### src/rtl/uart_byte_rx.sv
// uart_byte_rx: 8N1 UART receiver with 16x oversampling and 3-sample majority vote
module uart_byte_rx #(
  parameter int CLK_FREQ = 50_000_000,
  parameter int BAUD = 115200
) (
  input  logic       clk,
  input  logic       rst,
  input  logic       rxd,
  output logic [7:0] data,
  output logic       data_valid,
  output logic       frame_err,
  output logic       busy
);
  localparam int DIV = CLK_FREQ / (BAUD * 16);
  localparam int CW = $clog2(DIV);
  typedef enum logic [3:0] {IDLE = 4'b0001, START = 4'b0010, DATA = 4'b0100, STOP = 4'b1000} state_t;
  state_t state;
  logic s1, rxs, rxs_d, m7, m8;
  logic [CW-1:0] cnt;
  logic [3:0] sub;
  logic [2:0] bitcnt;
  logic [7:0] shift;
  logic tick, eval, wrap, maj;
  // "tick k" is the tick that moves the sub-bit counter to k
  assign tick = cnt == CW'(DIV - 1);
  assign eval = tick && sub == 4'd8;
  assign wrap = tick && sub == 4'd15;
  assign maj = (m7 & m8) | (m7 & rxs) | (m8 & rxs);
  always_ff @(posedge clk or posedge rst)
    if (rst) begin
      state <= IDLE;
      s1 <= 1'b1;
      rxs <= 1'b1;
      rxs_d <= 1'b1;
      m7 <= 1'b0;
      m8 <= 1'b0;
      cnt <= '0;
      sub <= '0;
      bitcnt <= '0;
      shift <= '0;
      data <= '0;
      data_valid <= 1'b0;
      frame_err <= 1'b0;
      busy <= 1'b0;
    end else begin
      s1 <= rxd;
      rxs <= s1;
      rxs_d <= rxs;
      data_valid <= 1'b0;
      frame_err <= 1'b0;
      cnt <= tick ? '0 : cnt + 1'b1;
      if (tick) sub <= sub + 4'd1;
      if (tick && sub == 4'd6) m7 <= rxs;
      if (tick && sub == 4'd7) m8 <= rxs;
      case (state)
        IDLE: begin
          cnt <= '0;
          sub <= '0;
          bitcnt <= '0;
          if (rxs_d && !rxs) begin
            state <= START;
            busy <= 1'b1;
          end
        end
        START:
          if (eval && maj) begin
            state <= IDLE;
            busy <= 1'b0;
          end else if (wrap) state <= DATA;
        DATA: begin
          if (eval) shift <= {maj, shift[7:1]};
          if (wrap) begin
            bitcnt <= bitcnt + 3'd1;
            if (bitcnt == 3'd7) state <= STOP;
          end
        end
        STOP:
          if (eval) begin
            state <= IDLE;
            busy <= 1'b0;
            if (maj) begin
              data <= shift;
              data_valid <= 1'b1;
            end else frame_err <= 1'b1;
          end
        default: begin
          state <= IDLE;
          busy <= 1'b0;
        end
      endcase
    end
endmodule
### config.mk
export PLATFORM = sky130hd
export DESIGN_NAME = uart_byte_rx
export DESIGN_NICKNAME = d
export VERILOG_FILES = /design/src/rtl/uart_byte_rx.sv
export SDC_FILE = /design/constraint.sdc
export NUM_CORES = 1
export LEC_CHECK = 0
export CAP_MARGIN = 5
export CORE_MARGIN = 2
export CORE_UTILIZATION = 50
export CTS_CLUSTER_DIAMETER = 80
export DETAILED_ROUTE_END_ITERATION = 8
export DONT_BUFFER_PORTS = 1
export PLACE_DENSITY_LB_ADDON = 0.2
export REMOVE_ABC_BUFFERS = 1
export SYNTH_ARGS = -nofsm -noshare
export SYNTH_HDL_FRONTEND = slang
export SYNTH_SLANG_ARGS = --single-unit
### constraint.sdc
create_clock -name clk -period 4.3 [get_ports clk]
set_input_delay 0.43 -clock clk [delete_from_list [all_inputs] [get_ports clk]]
set_output_delay 0.43 -clock clk [all_outputs]
set_load 0.005 [all_outputs]
# Word-level counts from Yosys, hierarchy flattened
# Index checks and enable logic that the tools add are counted.
# W data, S select, Z words.
totals:
  elab_cells: 76
  in_bits: 3
  output_inout_bits: 11
  regBits: 40
classes:
  addsub: 3
  n_mux: 23
  n_reduce_logical: 14
  n_eq_ne: 16
  bitwise: 6
ops:
  columns: ["operator", "n"]
  rows:
  - ["$mux W4", 8]
  - ["$pmux W4 S4", 1]
  - ["$eq A4 B3 Y1 const B", 3]
  - ["$eq A4 B4 Y1 const B", 3]
  - ["$mux W5", 2]
  - ["$ne A2 B2 Y1 const B", 5]
  - ["$mux W1", 9]
  - ["$logic_and A1 B1 Y1", 6]
  - ["$pmux W3 S2", 1]
  - ["$add A5 B1 Y5 const B", 1]
  - ["$eq A5 B5 Y1 const B", 1]
  - ["$reduce_and A5 Y1", 1]
  - ["$add A4 B1 Y4 const B", 1]
  - ["$eq A4 B1 Y1 const B", 1]
  - ["$eq A4 B2 Y1 const B", 1]
  - ["$pmux W1 S4", 1]
  - ["$reduce_and A2 Y1", 2]
  - ["$reduce_and A4 Y1", 1]
  - ["$reduce_bool A2 Y1", 2]
  - ["$add A3 B1 Y3 const B", 1]
  - ["$and A1 B1 Y1", 3]
  - ["$eq A3 B3 Y1 const B", 1]
  - ["$mux W3", 1]
  - ["$ne A3 B3 Y1 const B", 1]
  - ["4 further kinds", 5]

# Depth between registers and ports, before layout
depth:
  word_depth: 6
  mapped_depth: 8
  depth_no_buf: 7

# Worst setup path after synthesis
# No wires, ideal clock.
synth_timing:
  path_kind: "flip-flop to flip-flop"
  startpoint: "register cnt[0]"
  endpoint: "register state[2]"
  n_path_buf: 1
  synth_period_minus_slack_ps: 1766
  t_required_ps: 4158
  setup_time_ps: 142
  path_stages_with_launch: 9
  path_slack_ps: 2534
  arrival_ps: 1624
  cell_sequence: "dfrtp_1 -> inv_1 -> ha_1 -> and4b_1 -> buf_6 -> and4_1 -> a21o_2 -> a41oi_1 -> a41oi_1"
synth_between:
  elab_chain_cells: 5
  elab_cells_between_ends: 10
  cone_classes: "eq/ne: 4; mux: 2; reduce/logical: 4"
synth_rtl:
  columns: ["item", "line", "text"]
  rows:
  - ["from (decl)", "19", "logic [CW-1:0] cnt;"]
  - ["from (signal assigned)", "51", "cnt <= tick ? '0 : cnt + 1'b1;"]
  - ["$eq A5 B5 Y1 *", "25", "assign tick = cnt == CW'(DIV - 1);"]
  - ["$logic_and A1 B1 Y1", "26", "assign eval = tick && sub == 4'd8;"]
  - ["$logic_and A1 B1 Y1", "66", "if (eval && maj) begin"]
  - ["$ne A3 B3 Y1 (no source line) or $mux W4 (tied branches)", null, null]
  - ["$reduce_and A5 Y1 (no source line) or $pmux W4 S4 (tied branches)", null, null]
  - ["to (signal assigned)", "31", "state <= IDLE;"]
  - ["to (signal assigned)", "67", "state <= IDLE;"]
  - ["to (signal assigned)", "69", "end else if (wrap) state <= DATA;"]
  - ["to (decl)", "17", "state_t state;"]
# Every way passes the cells marked *; elsewhere a longest branch is shown, timed or not.
# A chain may end at the register's enable or synchronous reset.

# Worst setup path in the final report
layout_timing:
  startpoint: "register cnt[0]"
  endpoint: "register shift[4]"
layout_between:
  elab_chain_cells: 3
layout_rtl:
  columns: ["item", "line", "text"]
  rows:
  - ["$eq A5 B5 Y1", "25", null]
  - ["$logic_and A1 B1 Y1", "26", null]
  - ["$reduce_and A2 Y1 (no source line)", null, null]
  - ["to (signal assigned)", "71", "if (eval) shift <= {maj, shift[7:1]};"]
  - ["to (decl)", "22", "logic [7:0] shift;"]
# Every way passes these cells.

==> results.cfg <==
[layout]
seq_area_um2 = 1010
syn_to_final_growth_pct = 8.74
fin_cells = 192
drive_gt1_share_pct = 25.3
antenna_cells = 0
fill_cells = 310
multi_input_area_um2 = 739
final_nets = 155

[sta]
tightest_slew_ps = 535
min_period_ps = 2000
maxSlewViolCount = 0
maxSlewHeadroom_pct = 64.2
fin_crit_sh_pct = 46.4
final-hold-violation-count = 0
clock_skew_ps = 23.1
fmax_mhz = 501
rsz0062_at_grt = false
setup_tns_ps = 0
finalSetupViolations = 0

[global_routing]
antenna_found_initial = 0
first_global_vias = 1057
grt-ovfl-total = 0
grt_max_degree = 41
grt_use_total_pct = 16.4
grt_first_pass_wirelength_um = 4980

[drt]
wire_per_inst_um = 14.9
vias = 1034
ant_nets = 0
vias_per_cell = 5.39
routed_wl_um = 2860
drt_iter0_markers = 54
drtPass1Iterations = 4
drc_errors = 0

[worst_setup_path]
crit_type = register to register
cp.required_ps = 4540
rr_worst_depth = 6
crit_path_start_kind = register
startpoint = cnt[0]
r2r_slack_ps = 2300
cp-end-kind = register
reg2reg_to = shift[4]
arrival_ps = 2230
crit_fanout = 10
reg2reg_from = cnt[0]

[floorplan]
boundaryPins = 14
core-area_um2 = 3360
rows = 21
dieWidth_um = 63.6
die_height_um = 63.6
start_util_pct = 52.8
die_area_um2 = 4040

[synth]
yosys_warnings = 0
yosysUniqueCellTypes = 34
syn_inst = 138
ys_ff_latch = 40
ys_seq_area_share_pct = 56.7
synth.avg_cell_area_um2 = 12.9
syn_area_um2 = 1780

[clock_tree]
holdBufCountCts = 0
post_cts_buffers = 0
cts_sinks = 40
tritoncts.num_buffers = 5
clk_path_buf_depth = 2
cts_resized = 0
cts_tree = built
cts_root_buffer = clkbuf_4
clk_latency_ps = 350
htree_levels = 2
clk_pin_slew_ps = 130

[place]
place.gp.congestion = 0.895
dp_hpwl_um = 2070
port-buffer-count = 0
placed_cells = 184

[min_path]
hold_class = input pin to async pin

[pwr]
irDropWorstVdd_mv = 0.314
leakagePower_nw = 0.949
p_per_area_nw_per_um2 = 478

[outcome]
outcome = finished, final reports clean

[job]
drv_cap = 0
[critical path, stage by stage, from the launching register on]
cell and delay, ps:
dfrtp_1 430, inv_1 80, ha_1 140, and4b_1 440, nand4b_4 190, nor2_4 240
mux2_2 360
[per-stage QoR]
| stage | area, um2 | utilization, % | power [mW] | setup slack (ps) | hold slack (ps) |
|---|---|---|---|---|---|
| after global placement | 1830 | 54.4 | 0.620 | 2390 | 347 |
| after detailed placement | 1830 | 54.4 | 0.632 | 2310 | 355 |
| after global routing | 1930 | 57.4 | 0.981 | 2150 | 52.5 |
| final | 1930 | 57.4 | 0.924 | 2300 | 66.7 |
| after CTS | 1930 | 57.4 | 0.934 | 2300 | 63.2 |
| after floorplan | 1760 | - | 0.582 | 2510 | 345 |
[report_power, final]
part           internal, mW  switching (mW)  leakage [nW]
clock network         0.181           0.119        0.0525
registers             0.418          0.0405         0.537
logic                0.0615           0.104         0.359
total                 0.661           0.263         0.949
[logic make-up (layout without fill, tap and decap cells)]
| logic type | after synthesis | after routing | synth area share, % |
|---|---|---|---|
| XOR/XNOR | 6 | 6 | 2.96 |
| flip-flops | 40 | 40 | 56.7 |
| AND/OR/NAND/NOR | 44 | 44 | 15.7 |
| buffers and inverters | 6 | 14 | 1.69 |
| multiplexers | 19 | 19 | 12.1 |
| AO/OA/AOI/OAI | 16 | 16 | 5.99 |
| adder cells (fa/ha/maj) | 7 | 7 | 4.93 |
[flip-flops by register name, summed over array words and instances, names as in the netlist, 3 cells and up]
signal / flops
bitcnt: 3
cnt: 5
data: 8
shift: 8
state: 4
sub: 4
[final cells by class]
| type | instances | share of cell area [%] |
|---|---|---|
| inverter | 5 | 0.972 |
| tap | 46 | 2.98 |
| clock inverter | 2 | 3.11 |
| clock buffer | 6 | 2.14 |
| sequential | 40 | 52.1 |
| timing repair buffer | 1 | 0.389 |
| multi-input combinational | 92 | 38.3 |
[layout by cell type, fill, tap and decap left out, drive strengths merged, types with 5 or more instances in the layout]
cell type	n
dfrtp	36
mux2	19
nor2	17
ha	7
clkbuf	6
inv	5
nand3	5
[how the worst max path moves through the flow]
stage / end / slack [ps] / cells past startpoint
floorplan: shift[0] / 2510 / 6
global placement: shift[6] / 2390 / 6
detailed placement: shift[4] / 2310 / 6
CTS: shift[4] / 2300 / 6
global route: state[2] / 2150 / 7
finish: shift[4] / 2300 / 6
[metal layers]
metal / share of wire [%] / track usage (%) / vias up
li1: - / - / 502
met5: 0 / 0 / -
met4: 1.2 / 5.71 / 0
met3: 3.5 / 5.36 / 5
met2: 50 / 26.6 / 14
met1: 45 / 20.5 / 513
[cells in the mapped netlist, drive strengths merged]
cell type,instances,area (um2)
nand3,5,25.0
nor2,17,71.3
nand4b,2,32.5
mux2,19,214
a41oi,2,17.5
xnor2,2,17.5
o22ai,1,6.26
o31ai,1,7.51
and4,1,8.76
nor3b,1,7.51
a22o,2,17.5
o21ai,4,20.0
ha,7,87.6
inv,5,18.8
or3,2,12.5
nor2b,1,6.26
nand4,1,6.26
dfstp,4,105
a21o,1,8.76
dfrtp,36,901
xor2,4,35.0
and4b,1,10.0
nor4b,2,23.8
a21oi,4,20.0
nand3b,1,20.0
buf,1,11.3
o2bb2ai,1,8.76
nor3,2,15.0
nand2b,4,25.0
nand2,4,15.0
Note: power is estimated with default switching activity, not from simulation.
==> RTL change, RTL diff (same settings) <==
`BAUD`: 115200 -> 57600.
--- a/src/rtl/uart_byte_rx.sv
+++ b/src/rtl/uart_byte_rx.sv
@@ -1,7 +1,7 @@
 // uart_byte_rx: 8N1 UART receiver with 16x oversampling and 3-sample majority vote
 module uart_byte_rx #(
   parameter int CLK_FREQ = 50_000_000,
-  parameter int BAUD = 115200
+  parameter int BAUD = 57600
 ) (
   input  logic       clk,
   input  logic       rst,
Check against the original RTL: same outputs for any inputs over 10 cycles, from zero or initial values and one cycle with rst high; that may be too few to reach the edited logic, so the function may still have changed.
==> RTL change against the original RTL <==
- maximum frequency is 3.4% lower
- critical path depth stayed put
- first-iteration DRC count grew to 2.7 times the old value
- synthesized cell count is 11% higher
- critical path type unchanged
- area after synthesis is 8.5% higher
- total power is 0.51% lower
- sequential cell count is 1 higher
- setup slack worse by 0.070 ns
- routed wire length is 7.0% higher
- design area is 9.0% higher
==> RTL change: results (changes against the original RTL) <==
Parameter                              Value

Placement
  Final HPWL from detailed placement    2218 µm (+7.2%)
  Final weighted congestion of routability-driven global placement    0.7987 (-11%)
  Placed inst area    1971 µm² (+7.7%)

GRT
  Largest net degree at the start of global routing    23 (-44%)
  Vias in the first global route    1192 (+13%)
  Global-route wire length before repair    5520 µm (+11%)
  Overall Global Routing Usage    17.11% (+0.74 points)

Pwr
  Switching power share of the total    25.54% (-2.9 points)
  Total power density per cell area    436.7 nW/µm² (-8.7%)
  Leakage power of the design    0.9951 nW (+4.9%)
  Maximum VDD drop    174.2 µV (-44%)

Synth
  Top cells by instance count after synthesis    37 x dfrtp_1, 15 x nor2_1, 14 x mux2_4
  Biggest area contributors in the synthesized netlist    dfrtp_1 48%, mux2_4 11%, dfstp_2 5.5%, ha_1 4.5%, nor2_1 2.9%
  Area share of the largest cell type after synthesis    48.08% (-2.7 points)
  Sequential element share of the synthesized area    53.54% (-3.1 points)
  Number of distinct library cells after synthesis    33 (-2.9%)

Final layout
  Number of filler cells placed in the layout    316 (+1.9%)
  Layout cell share with drive strength beyond 1    22.64% (-2.7 points)
  Net count reported at finish    168 (+8.4%)
  Registers with the most flip-flops    data x8, shift x8, cnt x6

Drt
  Average via count per standard cell    5.415 (+0.56%)
  Total wire length after detailed routing    3059 µm (+7.0%)
  DRC marker count from the first detailed-route iteration    146 (+170%)

Clocking
  Clock root buffer master    clkbuf_8
  Clock latency on the worst-skew pair    0.29 ns (-0.06 ns)

Setup path
  Critical path peak fanout    8 (-2)
  Startpoint of the worst-slack reg-to-reg timing path    cnt[1]$_DFF_PP0_
  Critical R2R Capture    shift[5]$_DFFE_PP0P_

Status
  Outcome    finished, final reports clean

Worst hold path
  HP Class    in2reg

STA
  Remaining max-slew budget at the tightest pin    52.42% (-12 points)
## RTL change: power groups by stage
stage	sequential, W	clock, W	combinational, W
finish	0.000446	0.000358	0.000115
global route	0.000451	0.000389	0.000131
CTS	0.000446	0.000370	0.000116
detailed placement	0.000452	0	0.000116
global placement	0.000450	0	0.000112
floorplan	0.000445	0	0.0000903
## RTL change: worst max path at each step
stage	start	slack, ns	cells past startpoint	endpoint
floorplan	cnt[1]$_DFF_PP0_	2.41	6	shift[2]$_DFFE_PP0P_
detailed placement	cnt[1]$_DFF_PP0_	2.25	6	shift[6]$_DFFE_PP0P_
finish	cnt[1]$_DFF_PP0_	2.23	6	shift[5]$_DFFE_PP0P_
CTS	cnt[1]$_DFF_PP0_	2.23	6	shift[7]$_DFFE_PP0P_
global route	cnt[1]$_DFF_PP0_	2.04	6	shift[7]$_DFFE_PP0P_
global placement	sub[0]$_DFFE_PP0P_	2.30	6	shift[2]$_DFFE_PP0P_
## RTL change: routing by layer
| layer | share of wire, % | global-route usage (%) | vias to the layer above |
|---|---|---|---|
| met4 | 2.0 | 6.122 | 0 |
| met2 | 46 | 28.03 | 21 |
| met1 | 48 | 21.16 | 552 |
| met5 | 0 | 0 | - |
| met3 | 4.1 | 5.622 | 5 |
| li1 | - | - | 543 |
## RTL change: through the flow
step,total power [W],setup WS (ns),utilization (%),std cells
5_1_grt,0.0009708,2.045,57.06,207
4_1_cts,0.0009313,2.230,57.06,207
2_1_floorplan,0.0005349,2.410,-,150
3_5_place_dp,0.0005681,2.247,53.43,199
6_report,0.0009190,2.235,57.06,207
3_3_place_gp,0.0005619,2.303,53.43,199
## RTL change: area by class of cell
type / instances / area share, %
sequential: 41 / 48.99
multi-input combinational: 104 / 40.55
clock buffer: 5 / 3.270
clock inverter: 3 / 3.092
tap: 48 / 2.854
inverter: 5 / 0.8918
timing repair buffer: 1 / 0.3567
## RTL change: logic make-up (layout without fill, tap and decap cells)
family | after synthesis | in the layout | synth area share, %
buf+inv | 8 | 14 | 2.144
fa+ha+maj | 8 | 8 | 5.068
simple gates | 54 | 54 | 17.41
compound gates | 16 | 16 | 4.873
mux | 19 | 19 | 13.77
xor+xnor | 7 | 7 | 3.184
flops | 41 | 41 | 53.54
## RTL change: critical path, stage by stage, from the launching register on
cell	delay, ns
dfrtp_1	0.40
inv_1	0.06
ha_1	0.20
nand4_4	0.19
nor4_4	0.34
nand2b_1	0.37
mux2_4	0.39
